<file path="config.mk">
export PLATFORM = sky130hd
export DESIGN_NAME = stopwatch_controller
export DESIGN_NICKNAME = d
export VERILOG_FILES = /design/src/rtl/stopwatch_controller.sv
export SDC_FILE = /design/constraint.sdc
export NUM_CORES = 1
export LEC_CHECK = 0
export ABC_AREA = 0
export CORE_AREA = 2 2 121 123
export DETAILED_ROUTE_END_ITERATION = 8
export DIE_AREA = 0 0 123 125
export MAX_ROUTING_LAYER = met4
export SLEW_MARGIN = 20
export SYNTH_ARGS = -nofsm -noshare
export SYNTH_HDL_FRONTEND = slang
export SYNTH_SLANG_ARGS = --single-unit
</file>
<file path="constraint.sdc">
create_clock -name clock -period 2.8 [get_ports clock]
set_clock_uncertainty 0.15 [all_clocks]
set_input_delay 0.28 -clock clock [delete_from_list [all_inputs] [get_ports clock]]
set_output_delay 0.28 -clock clock [all_outputs]
set_load 0.005 [all_outputs]
</file>
<file path="src/rtl/stopwatch_controller.sv">
// Stopwatch controller: button edge detect, RUN/PAUSED FSM,
// ms prescaler, packed h/m/s/ms counter and lap hold mux.
module stopwatch_controller #(
  parameter int TICKS_PER_MS = 50000
) (
  input  logic        clock,
  input  logic        reset,
  input  logic        start_stop,
  input  logic        lap_reset,
  output logic [26:0] time_out,
  output logic        running,
  output logic        lap_hold,
  output logic [3:0]  lap_count,
  output logic        wrapped
);

  localparam int PW = (TICKS_PER_MS > 1) ? $clog2(TICKS_PER_MS) : 1;
  localparam logic [PW-1:0] PMAX = PW'(TICKS_PER_MS - 1);

  typedef enum logic [1:0] {
    IDLE,
    RUN,
    PAUSED
  } state_t;

  state_t        state, state_n;
  logic [1:0]    in_q, in_qq;
  logic          ss_ev, lr_ev;
  logic          tick;
  logic          day_wrap;
  logic [PW-1:0] presc, presc_n;
  logic [26:0]   count, count_n, count_inc;
  logic [26:0]   lap_reg, lap_reg_n;
  logic          hold_n, wrap_n;
  logic [3:0]    laps_n;

  // start_stop wins a same-cycle collision; lap_reset is dropped
  assign ss_ev = in_q[0] & ~in_qq[0];
  assign lr_ev = in_q[1] & ~in_qq[1] & ~ss_ev;
  assign tick  = (state == RUN) && (presc == PMAX);

  // one-ms increment of the packed time with field carries
  always_comb begin
    count_inc = count;
    day_wrap  = 1'b0;
    if (count[9:0] != 10'd999) begin
      count_inc[9:0] = count[9:0] + 10'd1;
    end else begin
      count_inc[9:0] = 10'd0;
      if (count[15:10] != 6'd59) begin
        count_inc[15:10] = count[15:10] + 6'd1;
      end else begin
        count_inc[15:10] = 6'd0;
        if (count[21:16] != 6'd59) begin
          count_inc[21:16] = count[21:16] + 6'd1;
        end else begin
          count_inc[21:16] = 6'd0;
          if (count[26:22] != 5'd23) begin
            count_inc[26:22] = count[26:22] + 5'd1;
          end else begin
            count_inc[26:22] = 5'd0;
            day_wrap         = 1'b1;
          end
        end
      end
    end
  end

  // next state, prescaler, counter and lap bookkeeping
  always_comb begin
    state_n   = state;
    presc_n   = presc;
    count_n   = count;
    lap_reg_n = lap_reg;
    hold_n    = lap_hold;
    laps_n    = lap_count;
    wrap_n    = wrapped;
    if (state == RUN) begin
      presc_n = tick ? '0 : presc + 1'b1;
      if (tick) begin
        count_n = count_inc;
        if (day_wrap) wrap_n = 1'b1;
      end
    end
    unique case (1'b1)
      (state == IDLE): begin
        if (ss_ev) state_n = RUN;
      end
      (state == RUN): begin
        if (ss_ev) begin
          state_n = PAUSED;
          hold_n  = 1'b0;
        end else if (lr_ev) begin
          if (!lap_hold) begin
            lap_reg_n = count_n;
            hold_n    = 1'b1;
            if (lap_count != 4'd15) laps_n = lap_count + 4'd1;
          end else begin
            hold_n = 1'b0;
          end
        end
      end
      (state == PAUSED): begin
        if (ss_ev) begin
          state_n = RUN;
        end else if (lr_ev) begin
          state_n   = IDLE;
          presc_n   = '0;
          count_n   = '0;
          lap_reg_n = '0;
          hold_n    = 1'b0;
          laps_n    = 4'd0;
          wrap_n    = 1'b0;
        end
      end
      default: state_n = IDLE;
    endcase
  end

  // state and registered outputs, synchronous reset
  always_ff @(posedge clock) begin
    if (reset) begin
      state     <= IDLE;
      in_q      <= 2'b00;
      in_qq     <= 2'b00;
      presc     <= '0;
      count     <= '0;
      lap_reg   <= '0;
      lap_hold  <= 1'b0;
      lap_count <= 4'd0;
      wrapped   <= 1'b0;
      running   <= 1'b0;
      time_out  <= '0;
    end else begin
      state     <= state_n;
      in_q      <= {lap_reset, start_stop};
      in_qq     <= in_q;
      presc     <= presc_n;
      count     <= count_n;
      lap_reg   <= lap_reg_n;
      lap_hold  <= hold_n;
      lap_count <= laps_n;
      wrapped   <= wrap_n;
      running   <= (state_n == RUN);
      time_out  <= hold_n ? lap_reg_n : count_n;
    end
  end

endmodule
</file>
Word level (Yosys, flattened, before mapping)

Index checks and enable logic that the tools add are counted.
W data, S select, Z words.

Input bits: 4
Output and inout port bits: 34
Word-level logic and storage cells: 94
Flip-flop bits (word level): 110

Mux-type cells: 52
Bitwise operators: 6
Add/subtract/negate cells: 6
Reduce and logical (&&, ||, !) cells: 4
Equal/unequal tests: 15

Operator list:

| cell                    | number |
|---|---|
| $mux W27                | 11 |
| $mux W16                | 5 |
| $pmux W27 S2            | 1 |
| $mux W4                 | 6 |
| $mux W17                | 1 |
| $add A16 B1 Y16 const B | 1 |
| $eq A16 B16 Y1 const B  | 1 |
| $mux W1                 | 15 |
| $add A6 B1 Y6 const B   | 2 |
| $mux W6                 | 2 |
| $ne A6 B6 Y1 const B    | 2 |
| $mux W11                | 1 |
| $add A10 B1 Y10 const B | 1 |
| $mux W10                | 1 |
| $mux W5                 | 2 |
| $ne A10 B10 Y1 const B  | 1 |
| $ne A2 B2 Y1 const B    | 5 |
| $mux W2                 | 4 |
| $pmux W4 S2             | 1 |
| $reduce_and A7 Y1       | 1 |
| $pmux W2 S3             | 1 |
| $add A5 B1 Y5 const B   | 1 |
| $ne A5 B5 Y1 const B    | 1 |
| $add A4 B1 Y4 const B   | 1 |
| 10 further kinds        | 15 |

Logic depth before layout (Yosys ltp)

Depth in word-level cells: 12
Depth in mapped cells: 11
Depth with buffers taken out: 9

Worst setup path before layout

Ideal clock, no wire load.

Path kind: reg2reg
Start: register state[1]
End: register time_out[6]
Data arrival time: 2.284 ns
Cell stages (with the launch flop): 10
Period minus slack after synthesis: 2.551 ns
Library setup time: 0.117 ns
Slack: 0.249 ns
Cells stage by stage: dfxtp_1 inv_1 ha_1 clkbuf_1 and2b_1 a221oi_1 o22a_1 buf_2 nor2_1 a32o_1

Word-level cells in the longest chain between the ends: 9
Elaborated cells between the ends (all ways): 14
Those cells by class: 2 x eq/ne; 11 x mux; 1 x reduce/logical

Ends and longest elaborated chain:

| element                | line       | RTL |
|---|---|---|
| start, declared        | 26         | `state_t state, state_n;` |
| start signal, assigned | 135        | `state <= state_n;` |
| $eq A2 B1 Y1           | 40, 78, 89 |  |
| $logic_and A1 B1 Y1    | 40         | `assign tick = (state == RUN) && (presc == PMAX);` |
| $mux W27               | 80         | `if (tick) begin` |
| $mux W27               | 78         | `if (state == RUN) begin` |
| $mux W27               | 94         | `if (!lap_hold) begin` |
| $mux W27               | 93         | `end else if (lr_ev) begin` |
| $mux W27               | 90         | `if (ss_ev) begin` |
| $pmux W27 S2           | 85         | `unique case (1'b1)` |
| $mux W27 (*)           | 145        | `time_out <= hold_n ? lap_reg_n : count_n;` |
| end signal, assigned   | 145        |  |
| end, declared          | 10         | `output logic [26:0] time_out,` |

Mark *: on every way between the ends. The rest lies on a longest branch, timed or not.
A chain may end at the register's enable or synchronous reset.

Worst setup path in the final report

Start: register state[1]
End: register lap_reg[25]

Word-level cells in the longest chain between the ends: 8
Elaborated cells between the ends (all ways): 9
Those cells by class: 2 x eq/ne; 6 x mux; 1 x reduce/logical

Ends and longest elaborated chain:

| element              | line       | RTL |
|---|---|---|
| $eq A2 B1 Y1         | 40, 78, 89 |  |
| $logic_and A1 B1 Y1  | 40         |  |
| $mux W27             | 80         |  |
| $mux W27             | 78         |  |
| $mux W27             | 94         |  |
| $mux W27             | 93         |  |
| $mux W27             | 90         |  |
| $pmux W27 S2 (*)     | 85         |  |
| end signal, assigned | 140        | `lap_reg <= lap_reg_n;` |
| end, declared        | 33         | `logic [26:0] lap_reg, lap_reg_n;` |

Marked as above.

==> results.ini <==
[worst_setup_path]
cp_max_fo=6
critPathArrivalTime_ps=2670
r2r_start=state[1]$_SDFF_PP0_
crit_required_ps=2880
reg2regPathDepth=9
regToRegEndpoint=lap_reg[25]$_SDFF_PP0_
crit_type=flip-flop to flip-flop
cp-end-kind=flip-flop
r2r_slack_ps=210
startpoint_type=flip-flop

[logic_synthesis]
postSynthCellCount=535
avgSynthCellArea_um2=9.00
synth_edf_count=0
yosysWarnings=0
synth_top_area_cell=dfxtp_1
synth.most_common_cell=dfxtp_1
ys_async_sr_fraction_pct=0
synth_top_flop_cell=dfxtp_1
syn_area_mm2=0.00482
ys_top_cells_by_area=dfxtp_1 (46%), nor2_1 (5.4%), nand2_1 (3.1%)
synth_common_cells=dfxtp_1 (110), nor2_1 (69), nand2_1 (40)
synth-seq-area-share_pct=45.7
ys_ff_latch=110
synth_top_area_share_pct=45.7
postSynthNetCount=550
synth_cell_type_count=67

[timing]
setup_tns_ps=0
worstMarginPinSlew_ps=524
min_period_ps=2590
hold_viol_final=0
finalSetupViolCount=0
report.final.slew_viol_count=0
timing.final.crit_share_pct=92.6
holdWs_ps=315
slew_headroom_pct=64.7
max_freq_mhz=385
grt_setup_unrepaired=false

[route]
wl_per_cell_um=15.6
dr_wl_met3_um=561
wl_met1_um=5710
top_layer=met4
via_count=4135
drcViolationCount=0
drt-total-wl_um=11900
drtIter0Drc=270
routed_via_density=5.39
drt-pass1-iter-count=5
wl_met2_um=5450
final_antenna_net_count=0

[final_layout]
stdcell_area_mm2=0.00580
fin_nets=595
area_growth_pct=20.4
layout-drive-gt1-share_pct=11.7
final_core_util_pct=40.8
fillers=1423
antenna_cells=0

[clock_tree]
cts_root_buf=clkbuf_16
cts_max_level=3
cts.sinks=110
clk_latency_ps=350
path_clk_slew_ps=70
hold_buffers=0
cts_max_path_buffers=2
cts_buffers=9
cts_tree=built

[die]
fp.dieW_um=123
die_area_mm2=0.0154
dieHeight_um=125
rows=44
start_util_pct=33.9
core_area_mm2=0.0142
ioPinCount=38

[global_route]
grt_max_degree=36
track_usage_pct=16.8
grt_pass1_vias=4037
antenna_found_initial=0
globalRouteOverflowTotal=0
grt_first_pass_wirelength_um=19900

[placement]
gp_congestion=0.863
dpl-instance-area_mm2=0.00549
place_hpwl_um=8700
io_buffers=37

[flow_run]
maxCapViolations=0

[min_path]
hold_depth=2
worst_hold_path_type=flip-flop to flip-flop
whs_endpoint=lap_reg[25]$_SDFF_PP0_
min_from=lap_reg[25]$_SDFF_PP0_

[power]
peakVddDrop_mv=0.228
powerDensity_mw_per_mm2=499
p_leak_uw=0.00208

[run_status]
status=finished, final reports clean

==> layout by cell type (no fill, tap or decap), drive strengths merged, types with 12 or more instances in the layout <==
master / count
nor2: 69
nand2: 40
nand4: 15
xor2: 12
o22ai: 14
a21oi: 25
and3: 13
a2bb2oi: 14
dfxtp: 110
o21ai: 17
and2: 13
nand3: 18
buf: 25
clkdlybuf4s50: 37
==> critical path, cell delays in order (launching register included) <==
cell,delay [ps]
dfxtp_1,350
inv_1,110
ha_1,220
nor4b_4,320
nand4_2,180
or3_4,410
buf_4,170
o31a_2,320
o21ai_0,170
a21oi_1,80
==> timing repair <==
item | 4_1_cts | 5_1_grt
setup endpoints to repair | 0 | 21
resized for setup | 0 | 10
setup buffers | 0 | 1
==> how the worst max path moves through the flow <==
stage               slack [ps]                 from                 endpoint  depth (start not counted)
global route                 8  state[1]$_SDFF_PP0_   lap_reg[20]$_SDFF_PP0_                          9
finish                     210  state[1]$_SDFF_PP0_   lap_reg[25]$_SDFF_PP0_                          9
global placement           210  state[1]$_SDFF_PP0_   lap_reg[25]$_SDFF_PP0_                          9
floorplan                  250  state[1]$_SDFF_PP0_   time_out[6]$_SDFF_PP0_                          9
detailed placement          80  state[1]$_SDFF_PP0_  time_out[26]$_SDFF_PP0_                          8
CTS                         60  state[1]$_SDFF_PP0_  time_out[26]$_SDFF_PP0_                          8
==> through the flow <==
| step | std cells | setup WS, ps | total power, µW |
|---|---|---|---|
| global route | 767 | 8.30 | 3020 |
| floorplan | 535 | 249 | 1710 |
| global placement | 752 | 210 | 1780 |
| detailed placement | 752 | 79.3 | 1790 |
| CTS | 766 | 58.6 | 2920 |
| finish | 767 | 206 | 2900 |
==> final cells by class <==
class	count	area [µm²]	share of cell area [%]
Sequential cell	110	2200	38.0
Multi-Input combinational cell	386	2500	43.1
Tap cell	184	230	3.97
Timing Repair Buffer	62	571	9.84
Clock buffer	10	229	3.95
Clock inverter	4	26.3	0.453
Inverter	11	41.3	0.712
==> power by group <==
part	total [µW]	internal, µW	switching [µW]	leakage (µW)
Clock	1140	592	553	0.000124
Sequential	1580	1570	6.61	0.000887
Combinational	173	59.3	113	0.00107
==> metal layers <==
layer  vias up  global-route usage, %
li1       2030                      -
met3        17                   2.51
met1      1993                   22.6
met5         -                      -
met4         0                   6.35
met2        95                   25.4
==> logic make-up (layout without fill, tap and decap cells) <==
family / count (synthesis) / in the layout / share of synthesized area, %
compound gates: 122 / 122 / 17.5
xor+xnor: 21 / 21 / 3.82
fa+ha+maj: 11 / 11 / 2.86
buf+inv: 39 / 87 / 3.53
flops: 110 / 110 / 45.7
mux: 8 / 8 / 1.74
simple gates: 224 / 224 / 24.8
No activity file was read; power rests on OpenSTA's default activity.
